## src/rtl/irq_pending_ctrl.sv

```systemverilog
// Interrupt pending/acknowledge controller: latches 8 request lines, feeds an external
// 8-to-3 priority encoder and offers the encoded vector over valid/ready.
// Define IRQ_EDGE_DETECT_EN for edge-triggered requests; otherwise requests are level-sensitive.
module irq_pending_ctrl (
  input  logic       clk,
  input  logic       rst,
  input  logic [7:0] irq,
  input  logic [7:0] mask,
  input  logic       enable,
  output logic [7:0] enc_i,
  output logic       enc_ei,
  input  logic [2:0] enc_y,
  input  logic       enc_gs,
  input  logic       enc_eo,
  output logic       vec_valid,
  output logic [2:0] vec,
  input  logic       vec_ready,
  output logic       idle_empty,
  output logic [7:0] missed_cnt
);

  localparam int NUM_LANES = 8;

  typedef enum logic [1:0] {IDLE, OFFER, GAP} state_t;

  state_t               state;
  logic [NUM_LANES-1:0] irq_q;
  logic [NUM_LANES-1:0] pending;
  logic [NUM_LANES-1:0] set;
  logic [NUM_LANES-1:0] clr;
  logic                 hs;

  assign hs = (state == OFFER) & vec_valid & vec_ready;

  for (genvar g = 0; g < NUM_LANES; g++) begin : g_lane
    logic q_r;
    logic p_r;

    always_ff @(posedge clk or posedge rst) begin
      if (rst) begin
        q_r <= 1'b0;
        p_r <= 1'b0;
      end else begin
        q_r <= irq[g];
        // set wins over a same-cycle clear, so a fresh request is never lost
        p_r <= (p_r & ~clr[g]) | set[g];
      end
    end

    assign irq_q[g]   = q_r;
    assign pending[g] = p_r;
    assign clr[g]     = hs & (vec == 3'(g));
`ifdef IRQ_EDGE_DETECT_EN
    assign set[g]     = irq[g] & ~q_r;
`else
    assign set[g]     = q_r;
`endif
  end

  assign enc_i  = pending & ~mask;
  assign enc_ei = enable & (state == IDLE);

`ifdef IRQ_EDGE_DETECT_EN
  logic any_miss;
  assign any_miss = |(set & pending & ~clr);

  always_ff @(posedge clk or posedge rst) begin
    if (rst)
      missed_cnt <= 8'd0;
    else if (any_miss && (missed_cnt != 8'hFF))
      missed_cnt <= missed_cnt + 8'd1;
  end
`else
  assign missed_cnt = 8'd0;
`endif

  // GAP gives the cleared pending bit a cycle to leave the encoder before the next capture
  always_ff @(posedge clk or posedge rst) begin
    if (rst) begin
      state      <= IDLE;
      vec        <= 3'd0;
      vec_valid  <= 1'b0;
      idle_empty <= 1'b0;
    end else begin
      idle_empty <= (state == IDLE) & enc_eo;
      case (state)
        IDLE: begin
          if (enc_gs) begin
            vec       <= enc_y;
            vec_valid <= 1'b1;
            state     <= OFFER;
          end
        end
        OFFER: begin
          if (vec_ready) begin
            vec_valid <= 1'b0;
            state     <= GAP;
          end
        end
        GAP:     state <= IDLE;
        default: state <= IDLE;
      endcase
    end
  end

endmodule

```

## config.mk

```make
export PLATFORM = sky130hd
export DESIGN_NAME = irq_pending_ctrl
export DESIGN_NICKNAME = d
export VERILOG_FILES = /design/src/rtl/irq_pending_ctrl.sv
export SDC_FILE = /design/constraint.sdc
export NUM_CORES = 1
export LEC_CHECK = 0
export ABC_AREA = 1
export BUFFER_PORTS_ARGS = -buffer_cell sky130_fd_sc_hd__buf_2
export CAP_MARGIN = 30
export CORE_ASPECT_RATIO = 1.1
export CORE_MARGIN = 2
export CORE_UTILIZATION = 48
export CTS_CLUSTER_SIZE = 14
export DETAILED_ROUTE_END_ITERATION = 6
export MAX_ROUTING_LAYER = met4
export PLACE_DENSITY = 0.84
export SETUP_SLACK_MARGIN = 0.2
export SLEW_MARGIN = 20
export SYNTH_ARGS = -nofsm -noshare
export SYNTH_HDL_FRONTEND = slang
export SYNTH_SLANG_ARGS = --single-unit
export TNS_END_PERCENT = 30
```

## constraint.sdc

```tcl
create_clock -name clk -period 1.7 [get_ports clk]
set_input_delay 0 -clock clk [delete_from_list [all_inputs] [get_ports clk]]
set_output_delay 0 -clock clk [all_outputs]
set_load 0.01 [all_outputs]
```

== Word level (Yosys, flattened, before mapping) ==
Cells that the tools add are included.

* Register bits: 23
* Output and inout bits: 22
* Bits of input ports: 25

* Reduce and logical (&&, ||, !) cells: 6
* Mux-type cells: 6
* Equality and inequality tests: 10
* Bitwise gates (word level): 38

{| class="wikitable"
|+ Operator list
! kind !! count
|-
| $and 1x1->1 || 20
|-
| $eq 3x3->1 const B || 4
|-
| $and 8x8->8 || 1
|-
| $not 1->1 || 8
|-
| $not 8->8 || 1
|-
| $or 1x1->1 || 8
|-
| $eq 3x2->1 const B || 2
|-
| $mux 2 || 2
|-
| $ne 2x2->1 const B || 2
|-
| $pmux 2 s2 || 1
|-
| $reduce_and 2->1 || 2
|-
| $eq 3x1->1 const B || 1
|-
| $logic_not 3->1 || 1
|-
| $reduce_and 3->1 || 1
|-
| $eq 2x1->1 const B || 1
|-
| $logic_not 2->1 || 1
|-
| $mux 1 || 2
|-
| $pmux 1 s2 || 1
|-
| $reduce_bool 2->1 || 1
|}

== Depth between registers and ports, before layout ==
Gate-level depths: netlist of run 1.

* Word-level depth: 7
* Mapped depth: 4
* Depth with buffers taken out: 4

== Worst setup path after synthesis of run 1 ==
OpenSTA, ideal clock, no wires.

* Path type: register -> register
* From: register vec[2]
* To: register g_lane[0].p_r
* Path slack: 761 ps
* Buffers on the path: 0
* Cell stages (with the launch flop): 5
* Arrival: 818 ps
* Setup time: 121 ps
* Required time: 1,579 ps
* Cell sequence: dfrtp_1 inv_1 nand3_1 o21bai_1 nand2_1

* Word-level cells in the longest chain between the ends: 5

{| class="wikitable"
|+ Ends and longest elaborated chain
! what !! RTL line !! RTL
|-
| start: declaration || 16 || <nowiki>output logic [2:0] vec,</nowiki>
|-
| start signal: assignment || 89 || <nowiki>vec <= enc_y;</nowiki>
|-
| $logic_not 3->1 || 52 || <nowiki>assign clr[g] = hs & (vec == 3'(g));</nowiki>
|-
| $and 1x1->1 || 52 ||
|-
| $not 1->1 || 46 || <nowiki>p_r <= (p_r & ~clr[g]) | set[g];</nowiki>
|-
| $and 1x1->1 || 46 ||
|-
| $or 1x1->1 || 46 ||
|-
| end signal: assignment || 46 ||
|-
| end: declaration || 37 || <nowiki>logic p_r;</nowiki>
|}

No other way between the ends.
A chain may end at the register's enable or synchronous reset.

== Final worst setup path of run 1 ==
* From: register state[0]
* To: output enc_ei

* Word-level cells in the longest chain between the ends: 2

{| class="wikitable"
|+ Ends and longest elaborated chain
! what !! RTL line !! RTL
|-
| start: declaration || 26 || <nowiki>state_t state;</nowiki>
|-
| start signal: assignment || 80 || <nowiki>state <= IDLE;</nowiki>
|-
| start signal: assignment || 91 || <nowiki>state <= OFFER;</nowiki>
|-
| start signal: assignment || 97 || <nowiki>state <= GAP;</nowiki>
|-
| $logic_not 2->1 || 61 || <nowiki>assign enc_ei = enable & (state == IDLE);</nowiki>
|-
| $and 1x1->1 || 61 ||
|-
| end: declaration || 11 || <nowiki>output logic enc_ei,</nowiki>
|}

No other way between the ends.

==> out/results.md, run 1 <==
* 17 — Std-Cell Rows
* 58.6% — share of the yosys chip area belonging to registers
* 0 — antenna violations before repair
* flop — element type at the critical path start
* nor2_2 -> inv_1 -> nor2_1 -> buf_2 — worst-path cell chain
* 0 — count of final hold-check violations
* 23 — sink count of the clock tree
* 19 — initial DRC count
* 1.33 mW — Pwr Total
* 0 — Post-synth EDFFs
* 999 nW/um2 — total power density per cell area
* 0 — Synth Warn #
* 0 — antenna diode count
* 3220 um — first-pass GRT wire length
* 44.1% — worst rel slew slack
* 0 — Antenna Nets Post-Route
* 3 — number of CTS-inserted buffers
* 47.1 um — die width
* 0.0108 ns — Hold Slack
* 70.1% — post-route clock period utilization
* 27.7% — share of layout cells above drive strength 1
* 0 — residual DRC count
* 2420 um2 — Total Die Area
* finished clean — run status
* 2 — CP bufs+invs
* 23 — post-synthesis sequential element count
* 1 — number of H-tree levels
* 170 — Placed Cells
* dfrtp_1 — cell taking the most area after synthesis
* 0 — setup violators final
* 187 — count of non-filler cells in the finished layout
* 0.819 — final estimated routing congestion in global placement
* dfrtp_1 — top flip-flop cell by instance count after synthesis
* clkbuf_4 — CTS root buffer
* 0.00108 ns — clock tree skew after final layout
* 100% — share of synthesized registers carrying an async set or reset
* done — CTS tree
* 982 um2 — mapped cell area
* 1.70 ns — CP required
* inv_1 (25), dfrtp_1 (23), nor2_1 (14) — top cell types by occurrence after synthesis
* flip-flops — cell class contributing the biggest share of worst-path delay
* 24 — maximum number of pins on one net before global-route repair
* 2 — maximum buffer depth of the clock tree
* dfrtp_1 (59%), inv_1 (9.6%), buf_4 (6.1%), o21bai_1 (6.1%), nor2_1 (5.4%) — cell types with the largest area share after synthesis
* 3 — worst-path maximum fanout
* 855 — number of vias after detailed routing
* 0 — Max-Cap Viols
* 35.4% — post-synthesis to final-layout area growth
* inv_1 — count leader, synth
* in -> reg — type of the worst min-delay path
* 735 uV — Peak VDD IR
* 51.4 um — overall die height
* 1.19 ns — crit path time final
* 1980 um2 — placeable core region
* 38 — number of port buffers
* 185 — Post-layout nets
* no — RSZ-0062 raised after global routing
* 839 MHz — Highest Clock Rate
* 11.1 um — average routed wire per standard cell
* 0.30 ns — Skew-Pair Late Insertion Delay
* 823 — number of global-route vias before repair
* 13 — library cells used by synthesis
* 0.736 nW — P_leak
* dfrtp_1 — cell with the biggest individual delay on the critical path
* 1410 um — post-detailed-placement half-perimeter wirelength
* 0.11 ns — Clock transition at path regs
* 49.7% — initial cell density of the core
* 4 — Pre-Repair DR Iteration Count
* 2070 um — Total Routed Length
* 0.44 ns — longest individual stage delay on the worst path
* 0 — overflow left after global routing
* reg -> out — path type of the worst setup path
* 19.6% — GRT Util Overall
* 58.6% — share of the synthesized area in the top cell type
* 4.57 — Vias/cell
* 1.19 ns — arrival time of data at the critical path endpoint
* 0 — max-slew violations
* 105 — synthesized instance count
* 0 ns — final total negative setup slack
* 9.35 um2 — Avg Inst Size Synth
* 47 — Boundary Pins
* 0.838 ns — transition time at the pin with the least slew margin
* primary output — type of element capturing the critical path
-- state kept, by name, indices dropped and copies added (netlist names) --
| register | cells |
|---|---|
| vec | 3 |
| g_lane.p_r | 8 |
| g_lane.q_r | 8 |
| state | 2 |
| idle_empty | 1 |
| vec_valid | 1 |
-- worst min-delay path: stages --
cell and delay [ns]:
buf_2 0.09, nor2_1 0.05, a21oi_1 0.13
-- cell type report --
type | count | area, um2
tap | 28 | 35.0
sequential | 23 | 576
multi-input combinational | 56 | 279
fill | 148 | 648
timing repair buffer | 51 | 320
clock buffer | 4 | 26.3
inverter | 25 | 93.8
-- stage by stage --
stage | utilization (%) | setup slack [ns] | cell area (um2)
after floorplan | - | 0.761 | 1010
after global placement | 59.3 | 0.718 | 1170
after detailed placement | 59.3 | 0.672 | 1170
after CTS | 67.2 | 0.531 | 1330
after global routing | 67.2 | 0.428 | 1330
final | 67.2 | 0.508 | 1330
-- layout by cell type, fill, tap and decap left out --
cell type	synthesis	routed
buf_2	0	38
inv_1	25	25
dfrtp_1	23	23
nor2_1	14	14
dlygate4sd3_1	0	13
nand2_1	10	10
nand3_1	8	8
o21bai_1	8	8
conb_1	1	8
a21oi_1	3	3
clkbuf_4	0	3
o21ai_0	2	2
nand4_4	1	1
nor2_2	1	1
nand2_2	1	1
clkbuf_1	0	1
-- where the power goes --
part / total [mW] / leakage, nW / internal, mW / switching [mW]
Sequential: 0.703 / 0.246 / 0.623 / 0.0794
Combinational: 0.387 / 0.476 / 0.155 / 0.233
Clock: 0.239 / 0.0150 / 0.0914 / 0.148
Total: 1.33 / 0.736 / 0.869 / 0.459
-- final timing paths --
| kind | startpoint | endpoint | slack, ns | depth (start not counted) |
|---|---|---|---|---|
| setup / recovery | state[0] | enc_ei | 0.51 | 4 |
| hold reg to reg | g_lane[1].q_r | g_lane[1].p_r | 0.45 | 2 |
| hold / removal | enc_y[0] | vec[0] | 0.01 | 3 |
| min in group asynchronous | rst | vec_valid | 0.40 | 3 |
| max in group asynchronous | rst | g_lane[6].q_r | 0.79 | 3 |
| setup reg to reg | vec[1] | g_lane[4].p_r | 0.62 | 4 |
-- kinds of logic (layout without fill, tap and decap cells) --
kind of cell | count (synthesis) | after routing | share of synthesized area [%]
other cells | 1 | 8 | 0.382
simple gates | 35 | 35 | 16.7
buf+inv | 33 | 80 | 15.7
flops | 23 | 23 | 58.6
compound gates | 13 | 13 | 8.66
-- per-layer routing --
layer	GRT usage, %	wire (um)	part of all wire (%)
met1	20.1	801	39
met2	34.2	1090	52
met4	10.6	65	3.1
met5	-	0	0
met3	2.83	119	5.7
-- what timing repair did --
| item | 4_1_cts | 5_1_grt |
|---|---|---|
| hold buffers | 13 | 0 |
| buffers inserted | 0 | 0 |
| resized for setup | 0 | 0 |
| endpoints found under the hold margin | 36 | 0 |
| endpoints found under the setup margin | 0 | 0 |
No activity file was read; power rests on OpenSTA's default activity.
==> run 2, diff against run 1 <==
--- a/config.mk
+++ b/config.mk
@@ -10,11 +10,11 @@
 export CAP_MARGIN = 30
 export CORE_ASPECT_RATIO = 1.1
 export CORE_MARGIN = 2
-export CORE_UTILIZATION = 48
+export CORE_UTILIZATION = 40
 export CTS_CLUSTER_SIZE = 14
 export DETAILED_ROUTE_END_ITERATION = 6
 export MAX_ROUTING_LAYER = met4
-export PLACE_DENSITY = 0.84
+export PLACE_DENSITY = 0.74
 export SETUP_SLACK_MARGIN = 0.2
 export SLEW_MARGIN = 20
 export SYNTH_ARGS = -nofsm -noshare
==> constraint.sdc (replaced) <==
create_clock -name clk -period 1 [get_ports clk]
set_input_delay 0 -clock clk [delete_from_list [all_inputs] [get_ports clk]]
set_output_delay 0 -clock clk [all_outputs]
set_load 0.01 [all_outputs]
==> run 2 against run 1 <==
Net effect:
- the run now ends with setup timing left
- sequential share of layout area fell by 3.9 points
- combinational power up 140%
- clock power up 79%
- critical path depth is the same
- hold slack improved by 0.064 ns
- clock skew up 0.0075 ns
- core utilization is 3.2 points lower
- via count is 0.35% lower
- first-iteration DRC count fell by 68%
- largest cell class unchanged
- largest power group unchanged
==> out/results.md, run 2 (synthesized netlist as in run 1, its figures left out) <==
* 192 — Post-layout nets, was 185
* 16.6% — part of the power in the clock network, was 18.0%
* 0.718 — final estimated routing congestion in global placement, was 0.819
* g_lane.p_r: 8 flops, g_lane.q_r: 8 flops, vec: 3 flops — largest registers, unchanged
* 891 MHz — Highest Clock Rate
* 23 — sink count of the clock tree, unchanged
* 852 — number of vias after detailed routing, was 855
* 1280 um — post-detailed-placement half-perimeter wirelength, was 1410 um
* 1 — number of H-tree levels, unchanged
* -0.463 ns — final total negative setup slack, was 0 ns
* 10.8 um — average routed wire per standard cell, was 11.1 um
* 44.6% — share of layout cells above drive strength 1, was 27.7%
* 8 — setup violators final, was 0
* 1110 uV — Peak VDD IR, was 735 uV
* 3 — number of CTS-inserted buffers, unchanged
* 0 — Antenna Nets Post-Route, unchanged
* 2870 um2 — Total Die Area, was 2420 um2
* 56.0 um — overall die height, was 51.4 um
* 1.12 ns — crit path time final
* 207 — number of fillers in the final layout, was 148
* 2 — worst-path maximum fanout, was 3
* -0.123 ns — final critical-path setup slack, was 0.508 ns
* 36.1% — net switching share of the total power, was 34.6%
* in -> reg — type of the worst min-delay path, unchanged
* 1.00 ns — CP required, was 1.70 ns
* 47 — Boundary Pins, unchanged
* 0 — overflow left after global routing, unchanged
* 2 — Pre-Repair DR Iteration Count, was 4
* primary output — type of element capturing the critical path, unchanged
* 173 — Placed Cells, was 170
* 1.65 mW — Power Internal, was 0.869 mW
* 0 — max-slew violations, unchanged
* 15.3% — GRT Util Overall, was 19.6%
* 1190 um2 — instance area at placement, was 1170 um2
* 2120 um — Total Routed Length, was 2070 um
* 35.5% — combinational share of power, was 29.1%
* 6 — initial DRC count, was 19
* 0.00863 ns — clock tree skew after final layout, was 0.00108 ns
* buf_2 (36), dfrtp_1 (20), dlygate4sd3_1 (15) — leading cell types in the layout, fill and taps excluded, was buf_2 (38), inv_1 (25), dfrtp_1 (23)
* 856 — number of global-route vias before repair, was 823
* 1750 nW/um2 — total power density per cell area, was 999 nW/um2
* finished, violations left — run status, was finished clean
* yes — RSZ-0062 raised after global routing, was no
* 47.9% — sequential share of power, was 52.9%
* reg -> out — path type of the worst setup path, unchanged
* buf_2 — commonest non-fill, non-tap cell in the layout, unchanged
* 18 — Std-Cell Rows, was 17
* 0.32 ns — Skew-Pair Late Insertion Delay, was 0.30 ns
* 2300 um2 — placeable core region, was 1980 um2
* 4.35 — Vias/cell, was 4.57
* 2 — maximum buffer depth of the clock tree, unchanged
* 51.2 um — die width, was 47.1 um
* 0 — antenna diode count, unchanged
* done — CTS tree, unchanged
* 112% — post-route clock period utilization
* 0.931 mW — total net switching power, was 0.459 mW
* 3220 um — first-pass GRT wire length, about the same
* 42.8% — initial cell density of the core, was 49.7%
* -0.0277 ns — setup slack at placement, was 0.672 ns
* flop — element type at the critical path start, unchanged
* 0.13 ns — Clock transition at path regs, was 0.11 ns
* 38 — number of port buffers, unchanged
* setup timing — failing checks
* 2.58 mW — Pwr Total, was 1.33 mW
* 49.8% — post-synthesis to final-layout area growth, was 35.4%
* 0 — Max-Cap Viols, unchanged
* 196 — count of non-filler cells in the finished layout, was 187
* 24 — maximum number of pins on one net before global-route repair, unchanged
* clkbuf_4 — CTS root buffer, unchanged
* 0 — count of final hold-check violations, unchanged
* 1.12 ns — arrival time of data at the critical path endpoint, was 1.19 ns
* 0 — antenna violations before repair, unchanged
* 1470 um2 — Finished Cell Area, was 1330 um2
* 0.759 nW — P_leak, was 0.736 nW
* 0 — residual DRC count, unchanged
[run 2: cell types whose count changed in the layout (fill, tap and decap cells not counted), sizes merged]
| cell | previous run | this run |
|---|---|---|
| buf | 38 | 43 |
| clkbuf | 4 | 3 |
| clkinv | 0 | 1 |
| dlygate4sd3 | 13 | 15 |
[run 2: power groups by stage]
stage | sequential (mW) | combinational (mW) | clock [mW]
after CTS | 1.23 | 0.724 | 0.453
final | 1.24 | 0.915 | 0.428
after floorplan | 1.25 | 0.366 | 0
after global routing | 1.25 | 1.00 | 0.482
after global placement | 1.23 | 0.589 | 0
after detailed placement | 1.24 | 0.606 | 0
[run 2: final timing paths]
path | from | to | slack [ns] | depth (start not counted)
min in group asynchronous | rst | g_lane[2].p_r | 0.25 | 4
min | vec_ready | g_lane[7].p_r | 0.07 | 4
max reg2reg | state[1] | vec[1] | -0.11 | 5
max | state[1] | enc_ei | -0.12 | 4
min reg2reg | g_lane[0].q_r | g_lane[0].p_r | 0.44 | 2
max in group asynchronous | rst | vec[1] | 0.51 | 4
[run 2: area by class of cell]
cell class                 instances  area (um2)  share of cell area, %
tap                               30        37.5                   2.55
inverter                          25        93.8                   6.38
clock buffer                       3        22.5                   1.53
timing repair buffer              58         394                   26.8
clock inverter                     1        5.00                  0.340
multi-input combinational         56         339                   23.0
sequential                        23         579                   39.4
[run 2: routing by layer]
metal	wire, um	global-route usage (%)	up-vias
met5	0	-	-
met4	23	6.39	0
met3	125	3.49	3
met2	1150	27.5	34
met1	821	15.5	392
li1	-	-	423
[run 2: repair_timing]
| action | 4_1_cts | 5_1_grt |
|---|---|---|
| setup buffers | 1 | 3 |
| pin swaps | 10 | 12 |
| resized for setup | 10 | 19 |
| hold buffers | 15 | 0 |
| endpoints found under the hold margin | 38 | 0 |
| endpoints found under the setup margin | 27 | 28 |
[run 2: metrics by stage]
step | utilization, % | hold slack [ns]
6_report | 64.1 | 0.0743
5_1_grt | 64.1 | 0.0990
4_1_cts | 60.7 | 0.0776
3_5_place_dp | 51.7 | 0.0551
3_3_place_gp | 51.7 | 0.0429
2_1_floorplan | - | 0.00171
[run 2: worst max-delay path: stages (launching register included)]
cell	delay, ns
dfrtp_1	0.42
nor2_2	0.15
inv_2	0.06
nor2_2	0.06
buf_2	0.12
